### config.mk
export PLATFORM = sky130hd
export DESIGN_NAME = mem_port_arbiter
export DESIGN_NICKNAME = d
export VERILOG_FILES = /design/src/rtl/mem_port_arbiter.sv
export SDC_FILE = /design/constraint.sdc
export NUM_CORES = 1
export LEC_CHECK = 0
export BUFFER_PORTS_ARGS = -buffer_cell sky130_fd_sc_hd__buf_4
export CORE_AREA = 5 5 94 96
export DETAILED_ROUTE_END_ITERATION = 12
export DIE_AREA = 0 0 99 101
export PLACE_DENSITY = 0.59
export REMOVE_ABC_BUFFERS = 1
export SKIP_LAST_GASP = 1
export SYNTH_ARGS = -nofsm -noshare
export SYNTH_HDL_FRONTEND = slang
export SYNTH_SLANG_ARGS = --single-unit
### constraint.sdc
create_clock -name sysclk -period 2.15 [get_ports sysclk]
set_input_delay 0.1075 -clock sysclk [delete_from_list [all_inputs] [get_ports sysclk]]
set_output_delay 0.1075 -clock sysclk [all_outputs]
set_load 0.05 [all_outputs]
### src/rtl/mem_port_arbiter.sv
// Shares one single-port 32-bit BRAM between instruction fetch and load/store, data first,
// with a one-cycle read return. Define ARB_STARVE_GUARD_EN to build the fetch starvation guard.
module mem_port_arbiter #(
    parameter int ADDR_W     = 32,
    parameter int MEM_AW     = 12,
    parameter int STARVE_MAX = 4
) (
    input  logic              sysclk,
    input  logic              btn,
    input  logic              i_req,
    input  logic [ADDR_W-1:0] i_addr,
    output logic              i_gnt,
    output logic              i_rvalid,
    output logic [31:0]       i_rdata,
    input  logic              d_req,
    input  logic              d_we,
    input  logic [3:0]        d_wstrb,
    input  logic [ADDR_W-1:0] d_addr,
    input  logic [31:0]       d_wdata,
    output logic              d_gnt,
    output logic              d_rvalid,
    output logic [31:0]       d_rdata,
    output logic              mem_en,
    output logic [3:0]        mem_we,
    output logic [MEM_AW-1:0] mem_addr,
    output logic [31:0]       mem_wdata,
    input  logic [31:0]       mem_rdata
);

    typedef enum logic [1:0] {
        OWN_NONE    = 2'b00,
        OWN_FETCH   = 2'b01,
        OWN_DATA_RD = 2'b10,
        OWN_DATA_WR = 2'b11
    } own_e;

    own_e own_d, own_q;
    logic grant_i_s;
    logic grant_d_s;
    logic guard_trip_s;

    // Byte-offset and out-of-range address bits are deliberately ignored.
    logic unused_addr_s;
    assign unused_addr_s = ^{i_addr[ADDR_W-1:MEM_AW+2], i_addr[1:0],
                             d_addr[ADDR_W-1:MEM_AW+2], d_addr[1:0]};

`ifdef ARB_STARVE_GUARD_EN
    localparam logic [3:0] STREAK_MAX = 4'(STARVE_MAX);

    logic [3:0] streak_d, streak_q;

    // Guard trips once fetch has sat through STARVE_MAX consecutive data grants.
    always_comb begin
        guard_trip_s = (streak_q == STREAK_MAX) && i_req;
    end

    // Streak counts data grants taken while fetch is waiting.
    always_comb begin
        streak_d = streak_q;
        if (!i_req || grant_i_s) begin
            streak_d = 4'd0;
        end else if (grant_d_s && (streak_q != STREAK_MAX)) begin
            streak_d = streak_q + 4'd1;
        end else begin
            streak_d = streak_q;
        end
    end

    // Streak register.
    always_ff @(posedge sysclk) begin
        if (btn) begin
            streak_q <= 4'd0;
        end else begin
            streak_q <= streak_d;
        end
    end
`else
    // Without the guard data has strict priority.
    always_comb begin
        guard_trip_s = 1'b0;
    end
`endif

    // Arbitration: data first unless the guard has tripped, nothing granted during reset.
    always_comb begin
        grant_d_s = 1'b0;
        grant_i_s = 1'b0;
        if (btn) begin
            grant_d_s = 1'b0;
            grant_i_s = 1'b0;
        end else if (d_req && !guard_trip_s) begin
            grant_d_s = 1'b1;
        end else if (i_req) begin
            grant_i_s = 1'b1;
        end else begin
            grant_d_s = 1'b0;
            grant_i_s = 1'b0;
        end
    end

    assign i_gnt = grant_i_s;
    assign d_gnt = grant_d_s;

    // Memory port drive and owner tag for the response cycle.
    always_comb begin
        mem_en    = 1'b0;
        mem_we    = 4'b0000;
        mem_addr  = '0;
        mem_wdata = 32'h0000_0000;
        own_d     = OWN_NONE;
        if (grant_d_s) begin
            mem_en    = 1'b1;
            mem_we    = d_we ? d_wstrb : 4'b0000;
            mem_addr  = d_addr[MEM_AW+1:2];
            mem_wdata = d_wdata;
            own_d     = d_we ? OWN_DATA_WR : OWN_DATA_RD;
        end else if (grant_i_s) begin
            mem_en    = 1'b1;
            mem_addr  = i_addr[MEM_AW+1:2];
            own_d     = OWN_FETCH;
        end else begin
            own_d     = OWN_NONE;
        end
    end

    // Owner register.
    always_ff @(posedge sysclk) begin
        if (btn) begin
            own_q <= OWN_NONE;
        end else begin
            own_q <= own_d;
        end
    end

    // Route read data to the owner; btn also masks a response already in flight.
    always_comb begin
        i_rvalid = 1'b0;
        i_rdata  = 32'h0000_0000;
        d_rvalid = 1'b0;
        d_rdata  = 32'h0000_0000;
        if (!btn) begin
            case (own_q)
                OWN_FETCH: begin
                    i_rvalid = 1'b1;
                    i_rdata  = mem_rdata;
                end
                OWN_DATA_RD: begin
                    d_rvalid = 1'b1;
                    d_rdata  = mem_rdata;
                end
                OWN_DATA_WR: begin
                    d_rvalid = 1'b1;
                end
                default: begin
                    i_rvalid = 1'b0;
                    d_rvalid = 1'b0;
                end
            endcase
        end else begin
            i_rvalid = 1'b0;
            d_rvalid = 1'b0;
        end
    end

endmodule

# Word level (Yosys, flattened, before mapping)
# Cells that the tools add are included.
# Widths: inputs -> output; s select.
# word_totals
ramBits	0
rom_bits	0
register_bits	2
latch_bits	0
mem_count	0
wordCells	28
# classes
shift	0
multipliers	0
reduce_logical	1
bitwise	0
n_eq_ne	3
n_lt_le_gt_ge	0
div	0
addsub	0
mux	23
# op_table
op	count
$mux 32	5
$mux 12	2
$mux 1	13
$mux 4	2
$eq 2x2->1 const B	2
$eq 2x1->1 const B	1
$mux 2	1
$reduce_or 2->1	1

# Logic depth before layout (Yosys ltp)
# depth
ltp_word	5
depth_mapped	5
ltp_nobuf	2

# Worst setup path after synthesis
# OpenSTA, ideal clock, no wires.
# synth_timing
path_type	register to output
startpoint	register own_q[1]
endpoint	output d_rdata[30]
stages_incl_launch_ff	2
n_path_buf	0
slack_ps	85
arrival_time_ps	1958
required_time_ps	2043
path_cell_list	dfxtp_1 -> nor4bb_1
# synth_via
elab_chain_len	3
# synth_rtl
item	line_no	source
from (decl)	37	own_e own_d, own_q;
from (signal assigned)	131	own_q <= own_d;
$eq 2x2->1	142	case (own_q)
$mux 32	142	
$mux 32	141	if (!btn) begin
to (decl)	22	output logic [31:0] d_rdata,
# Every way passes these cells.

# Worst setup path in the final report
# layout_timing
startpoint	register own_q[1]
endpoint	output d_rdata[12]
# The elaborated chain is that of the path after synthesis.

==> reports/summary.txt <==
Status = finished clean
Grt ovf = 0
Max_cap viols = 0
Crit share post-route = 73.15%
Sink Count = 2
Register area share after synthesis = 4.061%
Worst Setup End Kind = output pin
Fmax = 0.6359 GHz
Total clock buffers created by CTS = 3
Fin Setup TNS = 0 ps
Synth top area cells = and2_1 (60%), a32o_1 (12%), buf_6 (5.7%), dfxtp_1 (4.1%), and3_1 (2.5%)
Clock Pin Slew Worst Setup and Hold Paths = 30 ps
Share of cells above drive strength 1 = 64.64%
Setup violators final = 0
# diodes = 0
CP max stage delay = 400 ps
Row Count = 33
Number of flip-flops in the largest register = 2
Total of flip-flops plus latches after synthesis = 2
Worst hold path class = input pin to flip-flop
Unique masters post-synth = 16
Commonest non-fill, non-tap cell in the layout = buf_4
Max transition margin = 80.25%
Wirelength per Cell = 13.04 µm
Syn-to-layout area delta = 172.2%
Post-CTS setup buffer count = 0
Cells along the critical path = nor3b_2 > buf_4 > and2_1 > buf_4
Core area = 7969 µm²
Final Util = 33.68%
Synthesized cell area = 985.9 µm²
Die width = 99 µm
Initial Util = 12.37%
P_leak = 0.001510 µW
Worst-Margin Slew = 295.6 ps
Worst EP arrival = 1470 ps
Final Instance Area = 2684 µm²
Worst Setup Start Kind = flip-flop
Mapped Cells = 139
Leading cell types in the layout, fill and taps excluded = buf_4 (217), and2_1 (95), a32o_1 (12)
Total Wirelength = 5.868 mm
Number of nets at the end of the flow = 484
Vias per cell = 3.844
Routed Antenna Nets = 0
GP Congestion = 0.8274
Clock root buffer = clkbuf_8
Drt first pass iters = 4
Largest regs = own_q (2)
Mean Syn Cell Area = 7.093 µm²
CP dominant cell by count = buf_4
CTS tree = yes
RSZ-0062 raised after global routing = no
Top delay family on crit path = buffers and inverters
Setup WS pre-CTS = 730.5 ps
Slew Limit Fails = 0
Post-place instance area = 2643 µm²
Worst path bufs/invs = 2
GRT Util Overall = 10.02%
H-Tree Level Count = 1
Vias in the first global route = 1713
PortBufs = 213
Power Total = 804.1 µW
YS warnings = 0
Biggest area consumer among synthesized cells = and2_1
Synth top area share = 60.28%
I/O pin count = 254
First-pass GRT wire length = 8.328 mm
Final worst setup slack = 577.4 ps
CTS-repair resized insts = 0
Required time worst endpoint = 2040 ps
Worst VDD drop = 0.1464 mV
Die ar. = 9999 µm²
Final Hold Viols = 0
Slowest-stage cell, CP = dfxtp_1
Via count = 1730
Hold-fix buffer count after cts = 0
Initial antenna violation count = 0
Largest Register = own_q
Crit-path max FO = 31
P per Cell Area = 299.6 nW/µm²
Crit path kind = flip-flop to output pin
Largest net degree at the start of global routing = 38
# DRC = 0
Number of fill cells = 866
Worst-case clock buffer depth = 2
Initial DRC count = 12
Final HPWL DP = 5.280 mm
Die height = 101 µm
Min Tclk post-route = 1573 ps
-- worst paths after layout --
kind / start / to / slack, ps / cells past startpoint
max: own_q[1]$_SDFF_PP0_ / d_rdata[12] / 580 / 4
min: d_req / own_q[1]$_SDFF_PP0_ / 180 / 2
-- kinds of logic (layout without fill, tap and decap cells) --
family	Yosys count	in the layout	share of synthesized area (%)
compound gates	12	12	12.18
buf+inv	14	220	10.53
mux	1	1	1.015
simple gates	110	110	72.21
flops	2	2	4.061
-- cell type report --
class | count | area, µm² | share of cell area [%]
Clock buffer | 3 | 41.29 | 1.538
Multi-Input combinational cell | 123 | 842.1 | 31.38
Sequential cell | 2 | 40.04 | 1.492
Tap cell | 105 | 131.4 | 4.895
Timing Repair Buffer | 217 | 1629 | 60.70
-- layer usage --
| layer | up-vias | track usage [%] | wire length, µm |
|---|---|---|---|
| met4 | 0 | 2.101 | 96 |
| met3 | 6 | 5.329 | 1020 |
| li1 | 862 | - | - |
| met2 | 156 | 18.65 | 2744 |
| met5 | - | 0 | 0 |
| met1 | 706 | 9.839 | 2007 |
-- stage by stage --
step                      cells  hold WS, ps
after global routing        450        203.3
final                       450        176.3
after global placement      447        388.6
after floorplan             125        179.1
after detailed placement    447        392.1
after CTS                   450        178.3
-- cell usage after synthesis (all sizes together) --
cell,number
and2,95
a32o,12
buf,9
clkbuf,5
and3,4
nor2,4
nor2b,3
dfxtp,2
nor3b,2
nor4bb,2
mux2i,1
-- power by group --
| group | internal [µW] | switching (µW) |
|---|---|---|
| logic | 249 | 370 |
| registers | 39.8 | 2.75 |
| clock network | 118 | 25.3 |
Note: power is estimated with default switching activity, not from simulation.
